==> src/rtl/spike_pkg.sv <==
// Shared definitions for the spike_enc rate-coded event generator:
// FSM state type, default widths and the LFSR feedback constants.
package spike_pkg;

  typedef enum logic [1:0] {
    ST_IDLE = 2'd0,
    ST_RUN  = 2'd1,
    ST_GAP  = 2'd2
  } spike_state_e;

  localparam int unsigned SPIKE_WIDTH_DEF  = 8;
  localparam int unsigned SPIKE_CWIDTH_DEF = 8;
  localparam int unsigned SPIKE_GAP_DEF    = 2;
  localparam logic [7:0]  SPIKE_SEED_DEF   = 8'hA5;

  // Right-shift Galois feedback mask for x^8 + x^6 + x^5 + x^4 + 1 (maximal length).
  localparam logic [7:0]  SPIKE_LFSR_TAPS_W8 = 8'hB8;

  // Feedback mask lookup for the supported LFSR widths; 8 bits is the normal case.
  function automatic logic [31:0] lfsr_taps(input int unsigned width);
    logic [31:0] taps;
    case (width)
      4:       taps = 32'h0000_000C;
      8:       taps = {24'h0, SPIKE_LFSR_TAPS_W8};
      16:      taps = 32'h0000_B400;
      default: taps = {24'h0, SPIKE_LFSR_TAPS_W8};
    endcase
    return taps;
  endfunction

endpackage

==> src/rtl/spike_lfsr.sv <==
// Free-running Galois LFSR used to randomise the initial accumulator phase
// of spike_enc. Advances every cycle; reset loads p_seed (must be non-zero).
module spike_lfsr
  import spike_pkg::*;
#(
  parameter int unsigned          p_width = SPIKE_WIDTH_DEF,
  parameter logic [p_width-1:0]   p_seed  = p_width'(SPIKE_SEED_DEF)
) (
  input  logic               i_clk,
  input  logic               i_rst,
  output logic [p_width-1:0] o_state
);

  localparam logic [31:0] TAPS = lfsr_taps(p_width);

  logic [p_width-1:0] state_q;
  logic [p_width-1:0] state_d;

  // Shift right and fold the feedback mask in whenever a one falls out.
  always_comb begin
    state_d = state_q >> 1;
    if (state_q[0]) begin
      state_d = state_d ^ TAPS[p_width-1:0];
    end
  end

  // State register with synchronous reset to the seed.
  always_ff @(posedge i_clk) begin
    if (i_rst) begin
      state_q <= p_seed;
    end else begin
      state_q <= state_d;
    end
  end

  assign o_state = state_q;

endmodule

==> src/rtl/spike_enc.sv <==
// Rate-coded spike event generator (phase accumulator). Each RUN cycle adds
// the latched rate to the accumulator; every carry-out emits one o_event
// pulse, followed by p_gap refractory cycles. A run ends after the programmed
// event count (0 = free-run) or on i_stop.
// Optional build macro: SPIKE_ENC_DITHER_EN seeds the accumulator from an LFSR
// at start so first-event phase differs across instances.
module spike_enc
  import spike_pkg::*;
#(
  parameter int unsigned        p_width  = SPIKE_WIDTH_DEF,
  parameter int unsigned        p_cwidth = SPIKE_CWIDTH_DEF,
  parameter int unsigned        p_gap    = SPIKE_GAP_DEF,
  parameter logic [p_width-1:0] p_seed   = p_width'(SPIKE_SEED_DEF)
) (
  input  logic                i_clk,
  input  logic                i_rst,
  input  logic                i_start,
  input  logic [p_width-1:0]  i_rate,
  input  logic [p_cwidth-1:0] i_count,
  input  logic                i_stop,
  output logic                o_event,
  output logic                o_busy,
  output logic                o_done,
  output logic [p_cwidth-1:0] o_sent
);

  localparam int unsigned GW = (p_gap > 0) ? $clog2(p_gap + 1) : 1;

  spike_state_e        state_q, state_d;
  logic [p_width-1:0]  r_q, r_d;
  logic [p_cwidth-1:0] c_q, c_d;
  logic [p_width-1:0]  acc_q, acc_d;
  logic [p_cwidth-1:0] sent_q, sent_d;
  logic [GW-1:0]       gap_q, gap_d;
  logic                event_q, event_d;
  logic                done_q, done_d;
  logic                busy_q, busy_d;

  logic [p_width-1:0]  seed_val;
  logic [p_width:0]    sum;
  logic                carry;
  logic [p_cwidth-1:0] sent_inc;
  logic                final_evt;

`ifdef SPIKE_ENC_DITHER_EN
  logic [p_width-1:0] lfsr_state;

  spike_lfsr #(
    .p_width (p_width),
    .p_seed  (p_seed)
  ) u_lfsr (
    .i_clk   (i_clk),
    .i_rst   (i_rst),
    .o_state (lfsr_state)
  );

  assign seed_val = lfsr_state;
`else
  assign seed_val = '0;
`endif

  // Accumulator add with carry, and detection of the run's last counted event.
  always_comb begin
    sum       = {1'b0, acc_q} + {1'b0, r_q};
    carry     = sum[p_width];
    sent_inc  = sent_q + p_cwidth'(1);
    final_evt = carry && (c_q != '0) && (sent_inc == c_q);
  end

  // State register.
  always_ff @(posedge i_clk) begin
    if (i_rst) begin
      state_q <= ST_IDLE;
    end else begin
      state_q <= state_d;
    end
  end

  // Next-state logic; stop takes priority over a same-cycle carry.
  always_comb begin
    state_d = state_q;
    case (state_q)
      ST_IDLE: begin
        if (i_start) begin
          state_d = ST_RUN;
        end
      end
      ST_RUN: begin
        if (i_stop) begin
          state_d = ST_IDLE;
        end else if (carry) begin
          if (final_evt) begin
            state_d = ST_IDLE;
          end else if (p_gap > 0) begin
            state_d = ST_GAP;
          end
        end
      end
      ST_GAP: begin
        if (i_stop) begin
          state_d = ST_IDLE;
        end else if (gap_q == GW'(1)) begin
          state_d = ST_RUN;
        end
      end
      default: state_d = ST_IDLE;
    endcase
  end

  // Datapath and registered-output next values.
  always_comb begin
    r_d     = r_q;
    c_d     = c_q;
    acc_d   = acc_q;
    sent_d  = sent_q;
    gap_d   = gap_q;
    event_d = 1'b0;
    done_d  = 1'b0;
    busy_d  = (state_d != ST_IDLE);
    case (state_q)
      ST_IDLE: begin
        if (i_start) begin
          r_d    = i_rate;
          c_d    = i_count;
          acc_d  = seed_val;
          sent_d = '0;
        end
      end
      ST_RUN: begin
        if (i_stop) begin
          done_d = 1'b1;
        end else begin
          acc_d = sum[p_width-1:0];
          if (carry) begin
            event_d = 1'b1;
            // Free-run counts saturate instead of wrapping.
            if (sent_q != '1) begin
              sent_d = sent_inc;
            end
            if (final_evt) begin
              done_d = 1'b1;
            end else begin
              gap_d = GW'(p_gap);
            end
          end
        end
      end
      ST_GAP: begin
        if (i_stop) begin
          done_d = 1'b1;
        end else begin
          gap_d = gap_q - GW'(1);
        end
      end
      default: ;
    endcase
  end

  // Datapath and output registers.
  always_ff @(posedge i_clk) begin
    if (i_rst) begin
      r_q     <= '0;
      c_q     <= '0;
      acc_q   <= '0;
      sent_q  <= '0;
      gap_q   <= '0;
      event_q <= 1'b0;
      done_q  <= 1'b0;
      busy_q  <= 1'b0;
    end else begin
      r_q     <= r_d;
      c_q     <= c_d;
      acc_q   <= acc_d;
      sent_q  <= sent_d;
      gap_q   <= gap_d;
      event_q <= event_d;
      done_q  <= done_d;
      busy_q  <= busy_d;
    end
  end

  assign o_event = event_q;
  assign o_busy  = busy_q;
  assign o_done  = done_q;
  assign o_sent  = sent_q;

endmodule

==> config.mk <==
export PLATFORM = sky130hd
export DESIGN_NAME = spike_enc
export DESIGN_NICKNAME = d
export VERILOG_FILES = /design/src/rtl/spike_pkg.sv /design/src/rtl/spike_lfsr.sv /design/src/rtl/spike_enc.sv
export SDC_FILE = /design/constraint.sdc
export NUM_CORES = 1
export LEC_CHECK = 0
export CORE_ASPECT_RATIO = 0.8
export CORE_MARGIN = 4
export CORE_UTILIZATION = 54
export CTS_CLUSTER_DIAMETER = 40
export DETAILED_ROUTE_END_ITERATION = 8
export GPL_TIMING_DRIVEN = 0
export HOLD_SLACK_MARGIN = 0.08
export PLACE_DENSITY = 0.79
export SKIP_CTS_REPAIR_TIMING = 1
export SLEW_MARGIN = 5
export SYNTH_ARGS = -nofsm -noshare
export SYNTH_HDL_FRONTEND = slang
export SYNTH_SLANG_ARGS = --single-unit
==> constraint.sdc <==
create_clock -name i_clk -period 3.01 [get_ports i_clk]
set_clock_uncertainty 0.2 [all_clocks]
set_input_delay 0.301 -clock i_clk [delete_from_list [all_inputs] [get_ports i_clk]]
set_output_delay 0.301 -clock i_clk [all_outputs]
set_load 0.01 [all_outputs]
==> impl_metrics.py <==
metrics = {
    "final_layout": {
        "final_area_um2": 2710,
        "fill_cells": 337,
        "area_growth_pct": 21.5,
        "nets": 344,
        "regArea_um2": 781,
        "drive_above_1_share_pct": 8.06,
        "antenna_cells": 0,
        "multiInputGateArea_um2": 1340,
    },
    "power": {
        "seqPwrFrac_pct": 49.5,
        "pwr-share-clk_pct": 35.7,
        "p_int_w": 0.000813,
        "p_comb_share_pct": 14.8,
        "switching_power_w": 0.000294,
        "p_leak_nw": 0.998,
        "power_density_nw_per_um2": 408,
        "vdd_drop_max_v": 0.000286,
        "p_sw_share_pct": 26.6,
    },
    "synthesis": {
        "synth-simple-area-share_pct": 21.6,
        "syn_avg_cell_area_um2": 8.21,
        "synth_nets": 307,
        "synth_xor_area_share_pct": 5.44,
        "netlist_top_cells_area": "dfxtp_1, ha_1, nand2_1",
        "synthArstFlopShare_pct": 0,
        "synthAdderAreaFrac_pct": 8.74,
        "synth_top_area_share_pct": 35.0,
        "yosysWarnings": 0,
        "synthCells": 272,
        "synth_cell_type_count": 55,
        "synthFlopType": "dfxtp_1",
        "yosysTopAreaCell": "dfxtp_1",
        "netlist_area_um2": 2230,
        "synth.area.mux_share_pct": 0,
        "synth_edf_count": 0,
        "synth_compound_area_share_pct": 24.0,
        "synth_top_family_by_area": "compound AO/OA/AOI/OAI gates",
        "synth_most_common_cell": "nand2_1",
        "synthTopCellsByCount": "nand2_1, dfxtp_1, a21oi_1, nor2_1, ha_1",
        "yosys_register_bits": 39,
        "synth_seq_area_share_pct": 35.0,
    },
    "placement": {
        "dp_slack_ns": 0.187,
        "gp_congestion": 0.885,
        "dp_hpwl_mm": 3.72,
        "post_dp_cell_area_um2": 2600,
        "io_buffers": 30,
    },
    "setup_path": {
        "crit_family": "compound AO/OA/AOI/OAI gates",
        "crit_arrival_ns": 2.76,
        "reg2reg_depth": 9,
        "path_buf_inv": 1,
        "required_ns": 3.01,
        "reg2reg_to": "o_sent[6]",
        "critPathKind": "register to register",
        "regToRegSetupSlack_ns": 0.24,
        "crit_chain": "ha_1 -> inv_1 -> fa_1 -> nand2b_1 -> a21oi_2 -> o211ai_1 -> and2_1 -> a2111o_1 -> a221oi_1",
        "worstPathMaxFanout": 5,
        "crit_start": "r_q[0]",
        "max_stage_delay_ns": 0.45,
        "startpoint_type": "register",
        "crit-reg2reg-launch": "r_q[0]",
        "endpoint_kind": "register",
        "slowest_stage": "a2111o_1",
    },
    "die": {
        "die_w_um": 79.9,
        "fp.coreArea_um2": 3880,
        "start_util_pct": 57.5,
        "num_rows": 20,
        "io_pins": 31,
        "die_y_um": 65.5,
        "die_area_um2": 5230,
    },
    "grt": {
        "grt-ovfl-total": 0,
        "grt_usage_pct": 20.2,
        "grt_first_pass_wirelength_mm": 8.34,
        "grt_start_max_net_pins": 13,
        "grt_pass1_vias": 1804,
        "antenna_found_initial": 0,
    },
    "routing": {
        "wl_mm": 4.96,
        "antenna_left": 0,
        "viasPerCell": 5.65,
        "drc": 0,
        "via_count": 2062,
        "drtIter0Drc": 128,
        "dr.pass1.iters": 5,
        "routedWlPerCell_um": 13.6,
    },
    "flow_run": {
        "cap_violations": 0,
    },
    "min_path": {
        "worstHoldPathType": "register to register",
        "min_to": "acc_q[0]",
        "holdPathStages": 2,
        "holdCritStartpoint": "acc_q[0]",
    },
    "timing": {
        "slew_headroom_pct": 45.7,
        "hold_viol_final": 0,
        "finalSetupViolCount": 0,
        "maxSlewViolCount": 0,
        "period_needed_ns": 2.77,
        "rsz0062_at_grt": "no",
        "finalWorstSetupSlack_ns": 0.244,
        "tightest_slew_ns": 0.809,
        "finalSetupTns_ns": 0,
        "max_freq_mhz": 362,
        "post-route-period-util_pct": 91.9,
    },
    "cts": {
        "clk_latency_ns": 0.29,
        "cts_tree": "yes",
        "clk_path_buf_depth": 2,
        "ctsHtreeMaxLevel": 2,
        "cts_buffers": 5,
        "clk_root_buffer_cell": "clkbuf_8",
        "path_clk_slew_ns": 0.07,
        "clock-sinks": 39,
    },
    "run_status": {
        "status": "finished clean",
    },
}
==> cell type report <==
| cell class | instances | area share (%) |
|---|---|---|
| tap | 55 | 2.54 |
| multi-input combinational | 205 | 49.5 |
| sequential | 39 | 28.8 |
| inverter | 13 | 1.80 |
| clock buffer | 7 | 3.55 |
| clock inverter | 1 | 0.277 |
| buffer | 15 | 2.45 |
| timing repair buffer | 30 | 11.1 |
==> placed cells by master, fill, tap and decap left out, types with 2 or more instances in the layout <==
cell type        instances
a22oi_1                  3
or3_1                    2
dfxtp_1                 39
a211oi_1                 3
inv_1                   13
nor3_1                   6
a21oi_1                 28
o21a_1                   5
nor3b_1                  2
xor2_1                   3
ha_1                    14
o2111ai_1                2
o31ai_1                  2
clkbuf_8                 7
buf_2                    4
nor2_1                  20
a21o_1                   3
clkbuf_1                 8
clkdlybuf4s50_1         30
nor2b_1                  2
nor4_1                   2
and2_1                   2
nand2b_1                 6
xnor2_1                  9
a21oi_2                  2
a311oi_1                 7
nand2_1                 41
o211ai_1                 2
o21ai_0                  9
and4_1                   2
nand3_1                  4
==> worst max-delay path by stage <==
stage	slack, ns	depth (start not counted)	endpoint
after floorplan	0.46	9	o_sent[6]
after global placement	0.19	11	o_sent[5]
after detailed placement	0.19	11	o_sent[5]
after CTS	0.18	9	o_sent[6]
after global routing	0.06	9	o_sent[6]
final	0.24	9	o_sent[6]
==> cell families (layout without fill, tap and decap cells) <==
group	Yosys count	after routing
fa+ha+maj	15	15
buf+inv	28	66
simple gates	98	98
compound gates	79	79
flops	39	39
xor+xnor	13	13
==> power by group through the flow <==
stage          clock (W)  combinational (W)  sequential, W
6_report        0.000395           0.000164       0.000548
4_1_cts         0.000402           0.000164       0.000548
5_1_grt         0.000426           0.000184       0.000551
2_1_floorplan          0           0.000104       0.000558
3_5_place_dp           0           0.000163       0.000560
3_3_place_gp           0           0.000160       0.000560
==> sequential cells by signal, indices dropped and copies added, names as in the netlist <==
signal   count
acc_q        8
c_q          8
o_sent       8
r_q          8
gap_q        2
state_q      2
o_busy       1
o_done       1
o_event      1
==> through the flow <==
step	power [W]	utilization [%]	hold WS, ns	cells
finish	0.00111	69.9	0.264	365
global route	0.00116	69.9	0.279	365
CTS	0.00111	69.7	0.267	365
detailed placement	0.000723	67.1	0.255	357
global placement	0.000720	67.1	0.247	357
floorplan	0.000662	-	0.236	272
==> tightest hold or removal path, stage by stage (launching register included) <==
cell	delay, ns
dfxtp_1	0.31
nand2_1	0.05
a21oi_1	0.05
==> metal layers <==
| metal | track usage, % | wire length (um) | up-vias |
|---|---|---|---|
| met5 | 0 | 0 | - |
| met3 | 4.25 | 337 | 12 |
| li1 | - | - | 1039 |
| met2 | 31.0 | 2210 | 75 |
| met4 | 6.12 | 80 | 0 |
| met1 | 28.5 | 2330 | 936 |
Power figures use the tool's default switching activity.
